`src/rtl/spi_pwm_pkg.sv`:
```
// Shared definitions for the SPI-controlled PWM driver.
// Holds the register address map, the SPI frame geometry and the
// command-byte layout used by the SPI target and the register file.
package spi_pwm_pkg;

    localparam logic [6:0] ADDR_TOP = 7'h70;
    localparam logic [6:0] ADDR_EN  = 7'h71;
    localparam logic [6:0] ADDR_ID  = 7'h7F;

    localparam int FRAME_BITS = 24;
    localparam int CMD_BITS   = 8;

    // First byte of every frame: write flag followed by a 7-bit address.
    typedef struct packed {
        logic       wr;
        logic [6:0] addr;
    } cmd_t;

endpackage

```
`src/rtl/spi_pwm_target.sv`:
```
// Oversampled mode-0 SPI target.
// Synchronises sclk/cs/mosi into clk, detects sclk edges, shifts in an
// 8-bit command plus a 16-bit data word and shifts out read data.
// Ports:
//   clk, reset      system clock, asynchronous active-high reset
//   sclk, cs, mosi  SPI pins (asynchronous to clk), cs active low
//   miso            SPI data out, forced low while cs is high
//   wr_stb          one-clk pulse when a complete write frame commits
//   addr, wdata     address and data word of the committing write
//   rd_addr         address of the read in progress (valid after bit 8)
//   rdata           register contents for rd_addr, supplied by the top
module spi_pwm_target
    import spi_pwm_pkg::*;
#(
    parameter int SYNC_STAGES = 2
) (
    input  logic        clk,
    input  logic        reset,
    input  logic        sclk,
    input  logic        cs,
    input  logic        mosi,
    output logic        miso,
    output logic        wr_stb,
    output logic [6:0]  addr,
    output logic [15:0] wdata,
    output logic [6:0]  rd_addr,
    input  logic [15:0] rdata
);

    localparam logic [4:0] CMD_CNT   = 5'(CMD_BITS);
    localparam logic [4:0] FRAME_CNT = 5'(FRAME_BITS);

    logic [SYNC_STAGES-1:0] sclk_sync;
    logic [SYNC_STAGES-1:0] cs_sync;
    logic [SYNC_STAGES-1:0] mosi_sync;
    logic                   sclk_prev;
    logic                   sclk_s;
    logic                   cs_s;
    logic                   mosi_s;
    logic                   rise;
    logic                   fall;

    logic [4:0]  bit_cnt;
    logic [14:0] shreg;
    cmd_t        cmd_q;
    logic [15:0] tx;
    logic        miso_q;

    always_ff @(posedge clk or posedge reset) begin
        if (reset) begin
            sclk_sync <= '0;
            cs_sync   <= '1;
            mosi_sync <= '0;
            sclk_prev <= 1'b0;
        end else begin
            sclk_sync <= {sclk_sync[SYNC_STAGES-2:0], sclk};
            cs_sync   <= {cs_sync[SYNC_STAGES-2:0], cs};
            mosi_sync <= {mosi_sync[SYNC_STAGES-2:0], mosi};
            sclk_prev <= sclk_s;
        end
    end

    assign sclk_s = sclk_sync[SYNC_STAGES-1];
    assign cs_s   = cs_sync[SYNC_STAGES-1];
    assign mosi_s = mosi_sync[SYNC_STAGES-1];
    assign rise   = sclk_s & ~sclk_prev;
    assign fall   = ~sclk_s & sclk_prev;

    // bit_cnt counts sampled rises in the current frame and saturates at
    // the frame length so trailing bits are ignored. A high cs clears it,
    // which both aborts a partial frame and restarts the next one at bit 0.
    always_ff @(posedge clk or posedge reset) begin
        if (reset) begin
            bit_cnt <= '0;
            shreg   <= '0;
            cmd_q   <= '0;
            tx      <= '0;
            miso_q  <= 1'b0;
            wr_stb  <= 1'b0;
            addr    <= '0;
            wdata   <= '0;
        end else begin
            wr_stb <= 1'b0;
            if (cs_s) begin
                bit_cnt <= '0;
                miso_q  <= 1'b0;
            end else begin
                if (rise && bit_cnt < FRAME_CNT) begin
                    shreg   <= {shreg[13:0], mosi_s};
                    bit_cnt <= bit_cnt + 5'd1;
                    if (bit_cnt == CMD_CNT - 5'd1) begin
                        cmd_q <= {shreg[6:0], mosi_s};
                    end
                    if (bit_cnt == FRAME_CNT - 5'd1 && cmd_q.wr) begin
                        wr_stb <= 1'b1;
                        addr   <= cmd_q.addr;
                        wdata  <= {shreg[14:0], mosi_s};
                    end
                end
                // Read data is captured at the fall following the 8th rise
                // (bit 15 out immediately), then shifted once per fall.
                if (fall) begin
                    if (bit_cnt == CMD_CNT && !cmd_q.wr) begin
                        miso_q <= rdata[15];
                        tx     <= {rdata[14:0], 1'b0};
                    end else if (bit_cnt > CMD_CNT && bit_cnt < FRAME_CNT && !cmd_q.wr) begin
                        miso_q <= tx[15];
                        tx     <= {tx[14:0], 1'b0};
                    end else begin
                        miso_q <= 1'b0;
                    end
                end
            end
        end
    end

    assign rd_addr = cmd_q.addr;
    // Gate with the raw pin so miso drops as soon as the host deselects.
    assign miso    = miso_q & ~cs;

endmodule

```
`src/rtl/spi_pwm_driver_gen2.sv`:
```
// N_CH-channel PWM driver with a shared programmable period, configured
// over SPI. Levels, period top and enable mask are written to staged
// registers and copied to the active set only when the counter wraps.
// Ports:
//   clk, reset   system clock (>= 4x sclk), asynchronous active-high reset
//   sclk, cs     SPI clock (mode 0) and active-low chip select
//   mosi, miso   SPI data in/out, MSB first
//   pwm_out      registered PWM outputs, bit i = channel i
//   period_tick  high on the cycle where the counter wraps top -> 0
module spi_pwm_driver_gen2
    import spi_pwm_pkg::*;
#(
    parameter int N_CH        = 7,
    parameter int WIDTH       = 8,
    parameter int SYNC_STAGES = 2
) (
    input  logic            clk,
    input  logic            reset,
    input  logic            sclk,
    input  logic            cs,
    input  logic            mosi,
    output logic            miso,
    output logic [N_CH-1:0] pwm_out,
    output logic            period_tick
);

    localparam logic [WIDTH-1:0] TOP_RST = WIDTH'((1 << WIDTH) - 2);
    localparam logic [15:0]      ID_VAL  = {8'(N_CH), 8'(WIDTH)};

    logic        wr_stb;
    logic [6:0]  wr_addr;
    logic [15:0] wdata;
    logic [6:0]  rd_addr;
    logic [15:0] rdata;

    logic [WIDTH-1:0] staged_level [N_CH];
    logic [WIDTH-1:0] active_level [N_CH];
    logic [WIDTH-1:0] staged_top;
    logic [WIDTH-1:0] active_top;
    logic [N_CH-1:0]  staged_en;
    logic [N_CH-1:0]  active_en;
    logic [WIDTH-1:0] counter;
    logic             wrap;
    logic [N_CH-1:0]  pwm_next;
    logic [63:0]      wdata_ext;
    logic [63:0]      en_ext;
    logic             unused_bits;

    spi_pwm_target #(
        .SYNC_STAGES(SYNC_STAGES)
    ) u_target (
        .clk     (clk),
        .reset   (reset),
        .sclk    (sclk),
        .cs      (cs),
        .mosi    (mosi),
        .miso    (miso),
        .wr_stb  (wr_stb),
        .addr    (wr_addr),
        .wdata   (wdata),
        .rd_addr (rd_addr),
        .rdata   (rdata)
    );

    assign wdata_ext = {48'd0, wdata};

    always_comb begin
        en_ext = '0;
        en_ext[N_CH-1:0] = staged_en;
    end

    // Data bits above WIDTH (and above N_CH for the mask) are ignored.
    assign unused_bits = ^{wdata_ext, en_ext};

    always_ff @(posedge clk or posedge reset) begin
        if (reset) begin
            for (int i = 0; i < N_CH; i++) begin
                staged_level[i] <= '0;
            end
            staged_top <= TOP_RST;
            staged_en  <= '1;
        end else if (wr_stb) begin
            for (int i = 0; i < N_CH; i++) begin
                if (wr_addr == 7'(i)) begin
                    staged_level[i] <= wdata[WIDTH-1:0];
                end
            end
            if (wr_addr == ADDR_TOP) begin
                staged_top <= wdata[WIDTH-1:0];
            end
            if (wr_addr == ADDR_EN) begin
                staged_en <= wdata_ext[N_CH-1:0];
            end
        end
    end

    // Reads see the staged set so read-after-write is coherent at once.
    always_comb begin
        rdata = '0;
        for (int i = 0; i < N_CH; i++) begin
            if (rd_addr == 7'(i)) begin
                rdata = 16'(staged_level[i]);
            end
        end
        if (rd_addr == ADDR_TOP) begin
            rdata = 16'(staged_top);
        end else if (rd_addr == ADDR_EN) begin
            rdata = en_ext[15:0];
        end else if (rd_addr == ADDR_ID) begin
            rdata = ID_VAL;
        end
    end

    assign wrap        = (counter == active_top);
    assign period_tick = wrap;

    // The active set only changes on the wrap edge, so the counter can
    // never sit above a freshly loaded top.
    always_ff @(posedge clk or posedge reset) begin
        if (reset) begin
            counter    <= '0;
            active_top <= TOP_RST;
            active_en  <= '1;
            for (int i = 0; i < N_CH; i++) begin
                active_level[i] <= '0;
            end
        end else if (wrap) begin
            counter      <= '0;
            active_top   <= staged_top;
            active_en    <= staged_en;
            active_level <= staged_level;
        end else begin
            counter <= counter + 1'b1;
        end
    end

    for (genvar g = 0; g < N_CH; g++) begin : g_ch
        assign pwm_next[g] = active_en[g] & (counter < active_level[g]);
    end

    always_ff @(posedge clk or posedge reset) begin
        if (reset) begin
            pwm_out <= '0;
        end else begin
            pwm_out <= pwm_next;
        end
    end

endmodule
```
`config.mk`:
```
export PLATFORM = sky130hd
export DESIGN_NAME = spi_pwm_driver_gen2
export DESIGN_NICKNAME = d
export VERILOG_FILES = /design/src/rtl/spi_pwm_pkg.sv /design/src/rtl/spi_pwm_target.sv /design/src/rtl/spi_pwm_driver_gen2.sv
export SDC_FILE = /design/constraint.sdc
export NUM_CORES = 1
export LEC_CHECK = 0
export BUFFER_PORTS_ARGS = -buffer_cell sky130_fd_sc_hd__buf_2
export CORE_MARGIN = 1.5
export CORE_UTILIZATION = 60
export DETAILED_ROUTE_END_ITERATION = 10
export PLACE_DENSITY = 0.83
export SYNTH_ARGS = -nofsm -noshare
export SYNTH_HDL_FRONTEND = slang
export SYNTH_HIERARCHICAL = 1
export SYNTH_SLANG_ARGS = --single-unit
```
`constraint.sdc`:
```
create_clock -name clk -period 6.1 [get_ports clk]
set_input_delay 0 -clock clk [delete_from_list [all_inputs] [get_ports clk]]
set_output_delay 0 -clock clk [all_outputs]
set_load 0.005 [all_outputs]
```
# ---- Word level (Yosys, flattened, before mapping)
# Cells that the tools add are included.
dict set report classes {
  addsub 2
  order_cmp 9
  n_eq_ne 21
  n_mux 22
  bitwise 14
  n_reduce_logical 24
}
# operator n
set op_table {}
lappend op_table {{$mux W16} 11}
lappend op_table {{$lt A8 B8 Y1} 7}
lappend op_table {{$eq A7 B3 Y1 const B} 6}
lappend op_table {{$eq A7 B7 Y1 const B} 5}
lappend op_table {{$eq A7 B2 Y1 const B} 4}
lappend op_table {{$reduce_and A2 Y1} 10}
lappend op_table {{$mux W8} 2}
lappend op_table {{$eq A7 B1 Y1 const B} 2}
lappend op_table {{$logic_not A7 Y1} 2}
lappend op_table {{$and A1 B1 Y1} 10}
lappend op_table {{$mux W5} 2}
lappend op_table {{$reduce_and A3 Y1} 3}
lappend op_table {{$add A8 B1 Y8 const B} 1}
lappend op_table {{$eq A8 B8 Y1} 1}
lappend op_table {{$mux W1} 7}
lappend op_table {{$reduce_bool A2 Y1} 3}
lappend op_table {{$add A5 B1 Y5 const B} 1}
lappend op_table {{$eq A5 B3 Y1 const B} 1}
lappend op_table {{$eq A5 B4 Y1 const B} 1}
lappend op_table {{$eq A5 B5 Y1 const B} 1}
lappend op_table {{$gt A5 B4 Y1 const B} 1}
lappend op_table {{$logic_and A1 B1 Y1} 5}
lappend op_table {{$lt A5 B5 Y1 const B} 1}
lappend op_table {{$not A1 Y1} 4}
lappend op_table {{$logic_not A1 Y1} 1}
dict set report word_totals {
  register_bits 217
  input_bits 5
  output_inout_bits 9
  word_cells 125
}

# ---- Logic depth before layout (Yosys ltp)
dict set report logic_depth {
  depth_word 14
  depth_mapped 10
  ltp_nobuf 7
}

# ---- By module
# The synthesis kept the hierarchy.
# module n_inst cells_per_inst area_each_um2 seq_area_each_um2
set by_module_without_submodules {}
lappend by_module_without_submodules {spi_pwm_driver_gen2 1 713 7893.8 3963.8}
lappend by_module_without_submodules {spi_pwm_target 1 247 3243.1 1879.3}

# ---- Worst setup path after synthesis
# OpenSTA, ideal clock, no wires.
dict set report synth_timing {
  kind {reg-to-reg}
  start {register u_target.cmd_q (netlist bit u_target/rd_addr[2])}
  end {register u_target.tx[1]}
  setup_time_ps 122
  t_arrival_ps 1810
  setup_slack_ps 4169
  stages_incl_launch_ff 8
  n_path_buf 2
  path_cell_list {dfrtp_1 -> buf_4 -> nor3_1 -> nand4_1 -> or2_2 -> clkbuf_1 -> o22a_1 -> a32o_1}
}
dict set report synth_between {
  elab_chain_cells 12
}
# item line_no
set synth_rtl {}
lappend synth_rtl {{from (decl)} spi_pwm_target.sv:45} ;# cmd_t cmd_q;
lappend synth_rtl {{from (signal assigned)} spi_pwm_target.sv:92} ;# cmd_q <= {shreg[6:0], mosi_s};
lappend synth_rtl {{$logic_not A7 Y1} spi_pwm_driver_gen2.sv:101} ;# if (rd_addr == 7'(i)) begin
lappend synth_rtl {{$mux W8} spi_pwm_driver_gen2.sv:101}
lappend synth_rtl {{$mux W16 (6 in a row)} spi_pwm_driver_gen2.sv:101}
lappend synth_rtl {{$mux W16} spi_pwm_driver_gen2.sv:109} ;# end else if (rd_addr == ADDR_ID) begin
lappend synth_rtl {{$mux W16} spi_pwm_driver_gen2.sv:107} ;# end else if (rd_addr == ADDR_EN) begin
lappend synth_rtl {{$mux W16 (*)} spi_pwm_driver_gen2.sv:105} ;# if (rd_addr == ADDR_TOP) begin
lappend synth_rtl {{net rdata[0]} spi_pwm_driver_gen2.sv:34} ;# logic [15:0] rdata;
lappend synth_rtl {{$mux W16 (*)} spi_pwm_target.sv:103} ;# if (bit_cnt == CMD_CNT && !cmd_q.wr) begin
lappend synth_rtl {{to (signal assigned)} spi_pwm_target.sv:105} ;# tx <= {rdata[14:0], 1'b0};
lappend synth_rtl {{to (signal assigned)} spi_pwm_target.sv:108} ;# tx <= {tx[14:0], 1'b0};
lappend synth_rtl {{to (decl)} spi_pwm_target.sv:46} ;# logic [15:0] tx;
# Mark *: on every way through the listed nets, which the timed path passes. The rest lies on a longest branch.
# A chain may end at the register's enable or synchronous reset.

# ---- Final worst setup path
dict set report layout_timing {
  start {register counter[1]}
  end {output period_tick}
}
dict set report layout_between {
  elab_chain_cells 1
}
# item line_no
set layout_rtl {}
lappend layout_rtl {{from (decl)} spi_pwm_driver_gen2.sv:42} ;# logic [WIDTH-1:0] counter;
lappend layout_rtl {{from (signal assigned)} spi_pwm_driver_gen2.sv:133} ;# counter <= counter + 1'b1;
lappend layout_rtl {{$eq A8 B8 Y1} spi_pwm_driver_gen2.sv:114} ;# assign wrap = (counter == active_top);
lappend layout_rtl {{to (decl)} spi_pwm_driver_gen2.sv:24} ;# output logic period_tick
# Every way passes these cells.

==> impl_metrics.csv <==
group,metric,value,unit
status,run_status,"finished, final reports clean",
power,pwr-share-comb,0.021,
sta,fin_ws,1980,ps
cells_and_area,flow.area_growth_from_synthesis,9.04,%
cells_and_area,final_net_count,985,
critical_path,worstPathCellList,"xor2_1 -> nor4_4 -> buf_4 -> nand2_1 -> inv_2 -> buf_2",
critical_path,crit_type,"register to output port",
worst_hold_path,worst_hold_path_type,"input port to register",
critical_path,cp_data_required_time,6100,ps
cells_and_area,total_non_filler_cell_area_in_the_finished_layout,11500,sq um
clock_tree,cts_hold_buf,5,
yosys,syn_avg_cell_area,11.4,sq um
yosys,syn-instance-count,928,
floorplanning,placeableCoreArea,17200,sq um
clock_tree,clock_latency,520,ps
cells_and_area,num-fill-cells,1231,
sta,report.final.setup_viol,0,
floorplanning,fp.dieH,136,microns
yosys,yosysWarnings,6,
placement,place_area,10700,sq um
floorplanning,start_util,0.612,
power,sw_frac_of_total,0.216,
drt,detail_route.wirelength,23800,microns
cells_and_area,drive_above_1_share,0.226,
critical_path,worst_ep_arrival,4120,ps
floorplanning,fp-row-count,48,
sta,finalHoldViolCount,0,
cells_and_area,sequential_cell_area,5440,sq um
clock_tree,worst_setup_hold_path_clk_slew,60,ps
critical_path,worst_path_dominant_cell_family,"buffers and inverters",
sta,maxClockFrequency,243,MHz
clock_tree,postCtsSetupRepairBufs,0,
power,ir_worst_vdd,0.239,mV
clock_tree,clock-sinks,216,
drt,vias,7211,
drt,avgViaCountPerCell,6.16,
sta,final_cycle_utilization_of_the_critical_path,0.675,
critical_path,path_buf_inv,3,
critical_path,worstSetupStartpointType,"register",
sta,timing.hold.ws,124,ps
sta,timing.clock.skew,16.5,ps
global_routing,grt_pass1_wl,38800,microns
sta,timing.final.crit_period,4120,ps
sta,grt_setup_unrepaired,"false",
sta,worst_pin_slew,1210,ps
clock_tree,cts-root-buf,"clkbuf_16",
placement,hpwl,16200,microns
power,power_leakage,5.15,nW
drt,drt.antenna.violating_nets,0,
clock_tree,tritoncts,"yes",
critical_path,worstSetupEndpointType,"output port",
clock_tree,cts_max_level,1,
power,share_seq_of_total_power,0.511,
run,max_capacitance_violation_count,0,
global_routing,grt_antenna_before_repair,1,
critical_path,timing.critical_path.slowest_cell_delay,970,ps
placement,place_worst_setup_slack,2410,ps
floorplanning,floorplan_die_area,18400,sq um
cells_and_area,postLayoutCoreUtil,0.668,
global_routing,globalRoute.totalOverflow,0,
power,power_frac_clock,0.468,
sta,worst_slew_margin_rel,0.188,
global_routing,global_route.usage.total,0.274,
placement,dpl.cell_count,1123,
cells_and_area,area_of_combinational_cells_with_multiple_inputs,4610,sq um
floorplanning,die-width,136,microns
floorplanning,floorplan.io_pins,14,
drt,avgRoutedWirePerCell,20.3,microns
clock_tree,max-clock-path-buffers,3,
power,switchingPower,626,uW
power,cell_internal_pwr,2.27,mW
placement,port_buffers,13,
drt,remaining_drc_errors,0,
clock_tree,cts_repair_resize_count,0,
yosys,syn_area,10600,sq um
global_routing,grt_max_degree,93,
cells_and_area,antenna_cells_inserted,0,
clock_tree,cts_made_buffers,23,
drt,drt_iter0_drc,681,
drt,drtPass1Iterations,5,
cells_and_area,fin_cells,1170,
critical_path,cp_slowest_cell,"inv_2",
sta,fin_setup_tns,0,ps
placement,gp_routability_congestion,0.853,
power,power_density,251,nW/um^2
critical_path,worst_path_maximum_fanout,56,
sta,final_max_slew_viol_count,0,
power,finalPower,2.89,mW
global_routing,grt_pass1_vias,7156,
## metal layers
metal,part of all wire,vias to the layer above,GRT usage,wire [microns]
met5,0,-,0,0
met3,0.078,70,0.0576,1860
met4,0.037,0,0.101,873
li1,-,3295,-,-
met2,0.45,295,0.412,10700
met1,0.43,3551,0.392,10300
## state kept, by name (all words and copies together) (netlist names), 8 cells and up
register / cells
u_target/tx: 15
active_level: 56
u_target/wdata: 8
staged_level: 56
active_top: 8
staged_top: 8
counter: 8
## cells in the final DEF (no fill, tap or decap), types with 25 or more instances in the layout
cell       n
ha_1      52
inv_1     64
nor2_1    25
dfstp_2   30
nand2_1   38
a21oi_1   33
mux2_2    95
nand3_1   64
o21ai_0   90
dfrtp_1  186
## area by class of cell
cell class / instances / area share
multi-input cells: 594 / 0.401
clock buffers: 30 / 0.0558
flip-flops and latches: 216 / 0.473
repair buffers: 26 / 0.0152
inverters: 67 / 0.0223
clock inverters: 12 / 0.00870
well taps: 225 / 0.0245
## worst register-to-register path, stage by stage, from the launching register on
cell     delay (ps)
dfrtp_1         620
xor2_1          190
nor4_4          300
buf_4           430
nand2_1         830
inv_2           970
o21ai_0         250
## power by group through the flow
| stage | Sequential, mW | Combinational, mW | Clock [mW] |
|---|---|---|---|
| floorplan | 1.49 | 0.0487 | 0 |
| global placement | 1.50 | 0.0587 | 0 |
| detailed placement | 1.50 | 0.0604 | 0 |
| CTS | 1.48 | 0.0631 | 1.37 |
| global route | 1.48 | 0.0700 | 1.44 |
| finish | 1.48 | 0.0608 | 1.36 |
## path summary, 6_finish.rpt
kind | startpoint | end | slack (ps) | cells after the start
min in group asynchronous | reset | staged_level[5]$_DFFE_PP0P_ | 240 | 3
max reg2reg | counter[1]$_DFF_PP0_ | active_level[39]$_DFFE_PP0P_ | 2340 | 6
max in group asynchronous | reset | counter[3]$_DFF_PP0_ | 4530 | 4
min reg2reg | u_target/mosi_sync[0]$_DFF_PP0_ | u_target/mosi_sync[1]$_DFF_PP0_ | 350 | 0
min | mosi | u_target/mosi_sync[0]$_DFF_PP0_ | 120 | 2
max | counter[1]$_DFF_PP0_ | period_tick | 1980 | 6
Power figures use the tool's default switching activity.
